## config.mk

```make
export PLATFORM = sky130hd
export DESIGN_NAME = idex_stage_flat
export DESIGN_NICKNAME = d
export VERILOG_FILES = /design/src/rtl/idex_if.sv /design/src/rtl/idex_stage.sv /design/src/flat_wrapper.sv
export SDC_FILE = /design/constraint.sdc
export NUM_CORES = 1
export LEC_CHECK = 0
export CAP_MARGIN = 20
export CORE_ASPECT_RATIO = 1.5
export CORE_MARGIN = 3
export CORE_UTILIZATION = 47
export CTS_CLUSTER_DIAMETER = 120
export DETAILED_ROUTE_END_ITERATION = 7
export GPL_TIMING_DRIVEN = 0
export PLACE_DENSITY = 0.86
export SLEW_MARGIN = 20
export SYNTH_ARGS = -nofsm -noshare
export SYNTH_HDL_FRONTEND = slang
export SYNTH_SLANG_ARGS = --single-unit
```

## constraint.sdc

```tcl
create_clock -name clk -period 4.78 [get_ports clk]
set_input_delay 0.956 -clock clk [delete_from_list [all_inputs] [get_ports clk]]
set_output_delay 0.956 -clock clk [all_outputs]
set_load 0.03 [all_outputs]
```

## src/rtl/idex_if.sv

```systemverilog
// ID/EX stage bus. It carries the upstream fetch/regfile signals in, the
// registered decode entry out to execute, and the flush from branch resolution.
interface idex_if #(
    parameter int XLEN = 32
);
    // Handshake: a transfer happens on a rising edge where valid && ready.
    // valid must not depend on ready. While valid && !ready the payload
    // holds steady. The stage's in_ready_o never looks at in_valid_i.
    logic            in_valid_i;
    logic            in_ready_o;
    logic [31:0]     instr_i;
    logic [XLEN-1:0] pc_i;
    logic [XLEN-1:0] rs1_data_i;
    logic [XLEN-1:0] rs2_data_i;
    logic            flush_i;

    logic            out_valid_o;
    logic            out_ready_i;
    logic [XLEN-1:0] a_o;
    logic [XLEN-1:0] b_o;
    logic [3:0]      alucontrol_o;
    logic [XLEN-1:0] imm_o;
    logic [XLEN-1:0] rs2_data_o;
    logic [XLEN-1:0] pc_o;
    logic [4:0]      rd_o;
    logic            reg_write_o;
    logic            mem_read_o;
    logic            mem_write_o;
    logic            branch_o;
    logic            jump_o;
    logic [2:0]      funct3_o;
    logic            illegal_o;

    // The environment side: it feeds instructions and consumes entries.
    modport master (
        output in_valid_i, instr_i, pc_i, rs1_data_i, rs2_data_i, flush_i, out_ready_i,
        input  in_ready_o, out_valid_o, a_o, b_o, alucontrol_o, imm_o, rs2_data_o,
               pc_o, rd_o, reg_write_o, mem_read_o, mem_write_o, branch_o, jump_o,
               funct3_o, illegal_o
    );

    // The stage itself.
    modport slave (
        input  in_valid_i, instr_i, pc_i, rs1_data_i, rs2_data_i, flush_i, out_ready_i,
        output in_ready_o, out_valid_o, a_o, b_o, alucontrol_o, imm_o, rs2_data_o,
               pc_o, rd_o, reg_write_o, mem_read_o, mem_write_o, branch_o, jump_o,
               funct3_o, illegal_o
    );
endinterface

```

## src/rtl/idex_stage.sv

```systemverilog
// RV32I decode/issue stage. It decodes ALU control, builds the immediate and
// selects the operands, then holds them in a one-entry ID/EX register in front of the ALU.
module idex_stage #(
    parameter int XLEN = 32
) (
    input  logic   clk,
    input  logic   rst_n,
    idex_if.slave  bus
);

    localparam logic [6:0] OPC_OP     = 7'b0110011;
    localparam logic [6:0] OPC_OP_IMM = 7'b0010011;
    localparam logic [6:0] OPC_LOAD   = 7'b0000011;
    localparam logic [6:0] OPC_STORE  = 7'b0100011;
    localparam logic [6:0] OPC_BRANCH = 7'b1100011;
    localparam logic [6:0] OPC_JAL    = 7'b1101111;
    localparam logic [6:0] OPC_JALR   = 7'b1100111;
    localparam logic [6:0] OPC_LUI    = 7'b0110111;
    localparam logic [6:0] OPC_AUIPC  = 7'b0010111;

    localparam logic [3:0] ALU_ADD  = 4'b0000;
    localparam logic [3:0] ALU_SUB  = 4'b1000;
    localparam logic [3:0] ALU_SLT  = 4'b0010;
    localparam logic [3:0] ALU_SLTU = 4'b0011;

    typedef struct packed {
        logic [XLEN-1:0] a;
        logic [XLEN-1:0] b;
        logic [XLEN-1:0] imm;
        logic [XLEN-1:0] rs2_data;
        logic [XLEN-1:0] pc;
        logic [3:0]      alu;
        logic [4:0]      rd;
        logic [2:0]      funct3;
        logic            reg_write;
        logic            mem_read;
        logic            mem_write;
        logic            branch;
        logic            jump;
        logic            illegal;
    } entry_t;

    logic [31:0]     instr;
    logic [6:0]      opcode;
    logic [2:0]      funct3;
    logic [4:0]      rd;
    logic [XLEN-1:0] imm_i;
    logic [XLEN-1:0] imm_s;
    logic [XLEN-1:0] imm_b;
    logic [XLEN-1:0] imm_j;
    logic [XLEN-1:0] imm_u;
    logic            reg_write_d;

    entry_t entry_d;
    entry_t entry_q;
    logic   valid_q;
    logic   accept;

    assign instr  = bus.instr_i;
    assign opcode = instr[6:0];
    assign funct3 = instr[14:12];
    assign rd     = instr[11:7];

    assign imm_i = {{20{instr[31]}}, instr[31:20]};
    assign imm_s = {{20{instr[31]}}, instr[31:25], instr[11:7]};
    assign imm_b = {{19{instr[31]}}, instr[31], instr[7], instr[30:25], instr[11:8], 1'b0};
    assign imm_j = {{11{instr[31]}}, instr[31], instr[19:12], instr[20], instr[30:21], 1'b0};
    assign imm_u = {instr[31:12], 12'b0};

    always_comb begin
        entry_d          = '0;
        reg_write_d      = 1'b0;
        entry_d.rs2_data = bus.rs2_data_i;
        entry_d.pc       = bus.pc_i;
        entry_d.rd       = rd;
        entry_d.funct3   = funct3;
        entry_d.alu      = ALU_ADD;

        case (opcode)
            OPC_OP: begin
                entry_d.a   = bus.rs1_data_i;
                entry_d.b   = bus.rs2_data_i;
                entry_d.alu = {instr[30], funct3};
                reg_write_d = 1'b1;
            end
            OPC_OP_IMM: begin
                // Bit 30 only selects SRAI over SRLI; elsewhere it is immediate data.
                entry_d.a   = bus.rs1_data_i;
                entry_d.b   = imm_i;
                entry_d.imm = imm_i;
                entry_d.alu = {instr[30] && (funct3 == 3'b101), funct3};
                reg_write_d = 1'b1;
            end
            OPC_LOAD: begin
                entry_d.a        = bus.rs1_data_i;
                entry_d.b        = imm_i;
                entry_d.imm      = imm_i;
                entry_d.mem_read = 1'b1;
                reg_write_d      = 1'b1;
            end
            OPC_STORE: begin
                entry_d.a         = bus.rs1_data_i;
                entry_d.b         = imm_s;
                entry_d.imm       = imm_s;
                entry_d.mem_write = 1'b1;
            end
            OPC_BRANCH: begin
                entry_d.a      = bus.rs1_data_i;
                entry_d.b      = bus.rs2_data_i;
                entry_d.imm    = imm_b;
                entry_d.branch = 1'b1;
                case (funct3[2:1])
                    2'b10:   entry_d.alu = ALU_SLT;
                    2'b11:   entry_d.alu = ALU_SLTU;
                    default: entry_d.alu = ALU_SUB;
                endcase
            end
            OPC_JAL, OPC_JALR: begin
                // The ALU computes the link value pc+4; the target offset rides on imm.
                entry_d.a    = bus.pc_i;
                entry_d.b    = XLEN'(4);
                entry_d.imm  = (opcode == OPC_JAL) ? imm_j : imm_i;
                entry_d.jump = 1'b1;
                reg_write_d  = 1'b1;
            end
            OPC_LUI: begin
                entry_d.b   = imm_u;
                entry_d.imm = imm_u;
                reg_write_d = 1'b1;
            end
            OPC_AUIPC: begin
                entry_d.a   = bus.pc_i;
                entry_d.b   = imm_u;
                entry_d.imm = imm_u;
                reg_write_d = 1'b1;
            end
            default: begin
                entry_d.illegal = 1'b1;
            end
        endcase

        entry_d.reg_write = reg_write_d && (rd != 5'd0);
    end

    // Gating with rst_n stops upstream from counting a transfer while the stage is held in reset.
    assign bus.in_ready_o = rst_n && (!valid_q || bus.out_ready_i);
    assign accept         = bus.in_valid_i && bus.in_ready_o;

    always_ff @(posedge clk or negedge rst_n) begin
        if (!rst_n) begin
            valid_q <= 1'b0;
        end else if (bus.flush_i) begin
            valid_q <= 1'b0;
        end else if (accept) begin
            valid_q <= 1'b1;
        end else if (bus.out_ready_i) begin
            valid_q <= 1'b0;
        end
    end

    // The payload still loads on a flushed accept. This is harmless because valid_q stays low.
    always_ff @(posedge clk or negedge rst_n) begin
        if (!rst_n) begin
            entry_q <= '0;
        end else if (accept) begin
            entry_q <= entry_d;
        end
    end

    assign bus.out_valid_o  = valid_q;
    assign bus.a_o          = entry_q.a;
    assign bus.b_o          = entry_q.b;
    assign bus.alucontrol_o = entry_q.alu;
    assign bus.imm_o        = entry_q.imm;
    assign bus.rs2_data_o   = entry_q.rs2_data;
    assign bus.pc_o         = entry_q.pc;
    assign bus.rd_o         = entry_q.rd;
    assign bus.reg_write_o  = entry_q.reg_write;
    assign bus.mem_read_o   = entry_q.mem_read;
    assign bus.mem_write_o  = entry_q.mem_write;
    assign bus.branch_o     = entry_q.branch;
    assign bus.jump_o       = entry_q.jump;
    assign bus.funct3_o     = entry_q.funct3;
    assign bus.illegal_o    = entry_q.illegal;

endmodule

```

## src/flat_wrapper.sv

```systemverilog
// flat-port wrapper written by rule: the top's interface ports become plain ports
module idex_stage_flat 
#(
    parameter int XLEN = 32
)
  (clk, rst_n, bus_in_valid_i, bus_instr_i, bus_pc_i, bus_rs1_data_i, bus_rs2_data_i, bus_flush_i, bus_out_ready_i, bus_in_ready_o, bus_out_valid_o, bus_a_o, bus_b_o, bus_alucontrol_o, bus_imm_o, bus_rs2_data_o, bus_pc_o, bus_rd_o, bus_reg_write_o, bus_mem_read_o, bus_mem_write_o, bus_branch_o, bus_jump_o, bus_funct3_o, bus_illegal_o);
  idex_if #(.XLEN(XLEN)) bus_i ();
  input  logic clk;
  input  logic rst_n;
  input wire logic [$bits(bus_i.in_valid_i)-1:0] bus_in_valid_i;
  input wire logic [$bits(bus_i.instr_i)-1:0] bus_instr_i;
  input wire logic [$bits(bus_i.pc_i)-1:0] bus_pc_i;
  input wire logic [$bits(bus_i.rs1_data_i)-1:0] bus_rs1_data_i;
  input wire logic [$bits(bus_i.rs2_data_i)-1:0] bus_rs2_data_i;
  input wire logic [$bits(bus_i.flush_i)-1:0] bus_flush_i;
  input wire logic [$bits(bus_i.out_ready_i)-1:0] bus_out_ready_i;
  output wire logic [$bits(bus_i.in_ready_o)-1:0] bus_in_ready_o;
  output wire logic [$bits(bus_i.out_valid_o)-1:0] bus_out_valid_o;
  output wire logic [$bits(bus_i.a_o)-1:0] bus_a_o;
  output wire logic [$bits(bus_i.b_o)-1:0] bus_b_o;
  output wire logic [$bits(bus_i.alucontrol_o)-1:0] bus_alucontrol_o;
  output wire logic [$bits(bus_i.imm_o)-1:0] bus_imm_o;
  output wire logic [$bits(bus_i.rs2_data_o)-1:0] bus_rs2_data_o;
  output wire logic [$bits(bus_i.pc_o)-1:0] bus_pc_o;
  output wire logic [$bits(bus_i.rd_o)-1:0] bus_rd_o;
  output wire logic [$bits(bus_i.reg_write_o)-1:0] bus_reg_write_o;
  output wire logic [$bits(bus_i.mem_read_o)-1:0] bus_mem_read_o;
  output wire logic [$bits(bus_i.mem_write_o)-1:0] bus_mem_write_o;
  output wire logic [$bits(bus_i.branch_o)-1:0] bus_branch_o;
  output wire logic [$bits(bus_i.jump_o)-1:0] bus_jump_o;
  output wire logic [$bits(bus_i.funct3_o)-1:0] bus_funct3_o;
  output wire logic [$bits(bus_i.illegal_o)-1:0] bus_illegal_o;
  assign bus_i.in_valid_i = bus_in_valid_i;
  assign bus_i.instr_i = bus_instr_i;
  assign bus_i.pc_i = bus_pc_i;
  assign bus_i.rs1_data_i = bus_rs1_data_i;
  assign bus_i.rs2_data_i = bus_rs2_data_i;
  assign bus_i.flush_i = bus_flush_i;
  assign bus_i.out_ready_i = bus_out_ready_i;
  assign bus_in_ready_o = bus_i.in_ready_o;
  assign bus_out_valid_o = bus_i.out_valid_o;
  assign bus_a_o = bus_i.a_o;
  assign bus_b_o = bus_i.b_o;
  assign bus_alucontrol_o = bus_i.alucontrol_o;
  assign bus_imm_o = bus_i.imm_o;
  assign bus_rs2_data_o = bus_i.rs2_data_o;
  assign bus_pc_o = bus_i.pc_o;
  assign bus_rd_o = bus_i.rd_o;
  assign bus_reg_write_o = bus_i.reg_write_o;
  assign bus_mem_read_o = bus_i.mem_read_o;
  assign bus_mem_write_o = bus_i.mem_write_o;
  assign bus_branch_o = bus_i.branch_o;
  assign bus_jump_o = bus_i.jump_o;
  assign bus_funct3_o = bus_i.funct3_o;
  assign bus_illegal_o = bus_i.illegal_o;
  idex_stage #(.XLEN(XLEN)) u_core (.clk(clk), .rst_n(rst_n), .bus(bus_i));
endmodule
```

After elaboration in Yosys (flattened, before gate mapping)
Cells that the tools add are included.

Eq/ne operators: 12. Multiplexer cells: 15. Reduce and logical (&&, ||, !) cells: 16.

Operators by type and width (number): 32-bit one-hot mux with 5 select lines (2); 32-bit one-hot mux with 2 select lines (1); 7-bit by 6-bit == test with 1-bit output, second input constant (3); 7-bit == test, second input constant (3); 20-bit two-way mux (1); 7-bit by 5-bit == test with 1-bit output, second input constant (2); 4-bit one-hot mux with 3 select lines (1); 1-bit two-way mux (9); 9-bit OR reduction (1); 4-bit one-hot mux with 2 select lines (1); 2-bit OR reduction (4); 7-bit by 2-bit == test with 1-bit output, second input constant (1); 7-bit OR reduction (1); 5-bit nonzero test (1); 5-bit OR reduction (1); 2-bit == test, second input constant (2); 1-bit logical AND (4); 3-bit == test, second input constant (1); 3-bit nonzero test (1); 3-bit OR reduction (1); 1-bit zero test (1); 1-bit logical OR (1).

Register bits after elaboration: 179. Input port bits: 133. Output and inout port bits: 180. Word-level logic and storage cells: 58.

Depth between registers and ports, before layout
Word-level depth: 6. Mapped depth: 8. Gate-level depth less buffers: 4.

Worst setup path before layout
No wires, ideal clock.

Path kind: input to output. From: in bus_out_ready_i. To: out bus_in_ready_o. Data arrival time: 1405 ps. Required time: 3824 ps. Setup slack: 2419 ps. Cell stages on the path: 2. Buffers on the path: 0. Cell sequence: nand2b_1 and2_1.

Word-level cells in the longest chain between the ends: 2.

Ends and longest elaborated chain: start: declaration (line flat_wrapper.sv:16) `input wire logic [$bits(bus_i.out_ready_i)-1:0] bus_out_ready_i;`; 1-bit logical OR (line idex_stage.sv:146) `assign bus.in_ready_o = rst_n && (!valid_q || bus.out_ready_i);`; 1-bit logical AND (line idex_stage.sv:146); end: declaration (line flat_wrapper.sv:17) `output wire logic [$bits(bus_i.in_ready_o)-1:0] bus_in_ready_o;`.

Every way passes these cells.

Final worst setup path
Ends and elaborated chain as after synthesis.

==> summary.md <==
| Metric | Value |
|---|---|
| Crit path top cell by count | `clkdlybuf4s50_1` |
| Asr flop ratio synth | `1.00` |
| Final period util | `0.714` |
| Post-route non-filler standard cell count | `about 1400` |
| Crit path buffers/inverters | `2` |
| Fraction of layout cells with a size suffix above 1 | `0.0721` |
| First-pass GRT wire length | `43.1 mm` |
| Vias in the first global route | `~7600` |
| CP Launch Type | `input pin` |
| Cell count after synthesis | `approximately 810` |
| Top post-synthesis cells by area | `dfrtp_1 58%, nand2_1 15%, a221o_1 4.2%` |
| Antenna violations before repair | `0` |
| DR vias/cell | `about 5.5` |
| Port Buffers | `311` |
| CTS Root Cell | `clkbuf_16` |
| Most common cell after layout, fill and taps aside | `clkdlybuf4s50_1` |
| Total negative slack | `0 ps` |
| Drt first pass iters | `5` |
| Synthesized net count | `940` |
| Register area share after synthesis | `0.576` |
| Max Cap Violations | `0` |
| Synth Flop Type | `dfrtp_1` |
| Hold Buf Count CTS | `0` |
| Avg Synthesized Cell Area | `approximately 9.6 um2` |
| #FFs+latches synth | `about 180` |
| DRT iter0 DRCs | `643` |
| Setup bufs post-CTS | `0` |
| Peak ir drop on the vdd network | `between 0.2 and 0.3 mV` |
| RSZ-0062 raised after global routing | `false` |
| Nets | `1271` |
| Inst Count DP | `~1300` |
| Most frequent cells in the layout | `310 x clkdlybuf4s50_1, 301 x nand2_1, 179 x dfrtp_1` |
| DRC errors left | `0` |
| Io pins | `around 310` |
| Delay-heaviest family, CP | `buffers and inverters` |
| Total Wirelength | `around 28 mm` |
| Worst Path Required | `3820 ps` |
| Total power per unit cell area | `between 300 and 400 nW/um2` |
| Post-synth EDFFs | `0` |
| Final Hold Viols | `0` |
| Crit path DAT | `2460 ps` |
| Status | `finished, final reports clean` |
| Post-CTS Resized | `0` |
| Final Skew | `~9.9 ps` |
| Leakage | `about 5.4 nW` |
| Tot GR Track Use | `0.305` |
| Tmin final | `about 3400 ps` |
| Die height | `between 150 and 200 um` |
| Max FO, Critical Path | `5` |
| Post-route ant nets | `0` |
| TritonCTS sink count | `around 180` |
| GRT Residual Overflow | `0` |
| CP endpoint kind | `primary output` |
| Worst path cell trace | `clkdlybuf4s50_1 > nand2b_1 > and2_1 > clkdlybuf4s50_1` |
| Final Cell Area | `approximately 12000 um2` |
| Filler cells | `~1200` |
| # diodes | `0` |
| Routed via count | `between 7000 and 8000` |
| Setup Viol. Count Final | `0` |
| Setup CP Type | `input pin to primary output` |
| Die area | `between 15000 and 20000 um2` |
| Clk slew on worst S/H paths | `~70 ps` |
| Hpwl dp | `between 20 and 25 mm` |
| Initial core utilization | `0.481` |
| FP Rows | `57` |
| Netlist cell types | `47` |
| CP max stage delay | `about 670 ps` |
| CTS tree | `yes` |
| Slew Viols, Final | `0` |
| Hold Path Class | `flop to flop` |
| Largest net degree at the start of global routing | `between 90 and 100` |
| H-tree level count | `4` |
| Slew margin rel. | `0.517` |
| Placed Area | `approximately 11000 um2` |
| Worst-margin pin slew | `between 700 and 800 ps` |
| Placeable core region | `16200 um2` |
| Maximum operating frequency | `approximately 290 MHz` |
| Cell Area, Synth | `between 7000 and 8000 um2` |
| Top-area cell type share of the netlist area | `0.576` |
| DR WL/cell | `between 20 and 25 um` |
| RD Place Congestion | `0.940` |
| Crit-path slowest cell | `clkdlybuf4s50_1` |
| Inserted Clock Buffers | `17` |
| Synth Warn # | `0` |
| Cell taking the most area after synthesis | `dfrtp_1` |
| Clk buf depth | `2` |
| Worst-Skew Late Latency | `420 ps` |
| Die Span X | `between 100 and 150 um` |
| Area growth from synthesis to layout | `51.6%` |
## kinds of logic after synthesis
| kind of cell | count (synthesis) | synth area share |
|---|---|---|
| AND/OR/NAND/NOR | 417 | 0.235 |
| flip-flops | 179 | 0.576 |
| AO/OA/AOI/OAI | 148 | 0.144 |
| buffers and inverters | 59 | 0.0407 |
| multiplexers | 3 | 0.00386 |
| XOR/XNOR | 1 | 0.00113 |
## registers in the layout (all words and copies together), names as in the netlist
| name | count |
|---|---|
| u_core.bus.rs2_data_o | 32 |
| u_core.bus.mem_write_o | 1 |
| u_core.bus.alucontrol_o | 4 |
| u_core.bus.rd_o | 5 |
| u_core.bus.out_valid_o | 1 |
| u_core.bus.branch_o | 1 |
| u_core.bus.imm_o | 32 |
| u_core.bus.a_o | 32 |
| u_core.bus.jump_o | 1 |
| u_core.bus.mem_read_o | 1 |
| u_core.bus.b_o | 32 |
| u_core.bus.reg_write_o | 1 |
| u_core.bus.illegal_o | 1 |
| u_core.bus.funct3_o | 3 |
| u_core.bus.pc_o | 32 |
## worst reg2reg max path, cell delays in order, from the launching register on
cell and delay, ps:
dfrtp_1 380, nand2b_1 190, and3_1 180, clkbuf_1 430
nand4_1 450, clkbuf_1 360, a32oi_1 250
## synth_stat cells (2+ instances only)
cell / count
nor3_1: 2
buf_4: 2
nand2_1: 301
nand3b_1: 2
dfrtp_1: 179
a31oi_1: 5
o2bb2ai_1: 3
nor3_4: 2
buf_2: 34
a221o_1: 33
clkbuf_1: 15
mux2i_1: 3
nand4_1: 3
o21ai_0: 27
buf_6: 6
a32oi_1: 15
nand3_1: 14
nor2b_1: 3
nor2_1: 34
o22a_1: 2
inv_1: 2
a22o_1: 2
and2_1: 36
nand2b_1: 3
and3_1: 5
a211oi_1: 12
a21oi_1: 16
nor3_2: 2
nand4b_1: 2
a22oi_1: 25
## report_power, final
group	switching (mW)	leakage (nW)	internal, mW	total, mW
clock network	0.617	0.294	0.848	1.46
registers	0.0742	2.33	1.65	1.72
logic	0.581	2.73	0.409	0.990
## per-stage QoR
stage	total power, mW	util	worst slack, ps	hold WS [ps]
floorplan	2.20	-	2420	642
global placement	2.71	0.689	-5950	450
detailed placement	2.73	0.691	1360	455
CTS	4.19	0.729	1390	472
global route	4.32	0.729	1320	488
finish	4.17	0.729	1370	468
## cell type report
type	count	area, um2	area share
clock inverter	12	165	0.0140
inverter	2	7.51	0.000636
clock buffer	20	447	0.0379
timing repair buffer	312	3150	0.267
tap	206	258	0.0218
buffer	57	309	0.0262
multi-input combinational	569	2990	0.253
sequential	179	4480	0.380
## path summary, 6_finish.rpt
| kind | startpoint | endpoint | slack [ps] | cells past startpoint |
|---|---|---|---|---|
| max in group asynchronous | rst_n | u_core.bus.rd_o[0] | 3340 | 2 |
| min | u_core.bus.imm_o[8] | u_core.bus.imm_o[8] | 470 | 2 |
| max | bus_out_ready_i | bus_in_ready_o | 1370 | 4 |
| min in group asynchronous | rst_n | u_core.bus.rs2_data_o[26] | 500 | 1 |
| max reg2reg | u_core.bus.out_valid_o | u_core.bus.b_o[21] | 2450 | 6 |
| min reg2reg | u_core.bus.imm_o[8] | u_core.bus.imm_o[8] | 470 | 2 |
## metal layers
metal / wire [um] / global-route usage
met2: 14800 / 0.548
met1: 10200 / 0.344
met3: 1780 / 0.0686
met5: 0 / 0
met4: 1260 / 0.140
No activity file was read; power rests on OpenSTA's default activity.
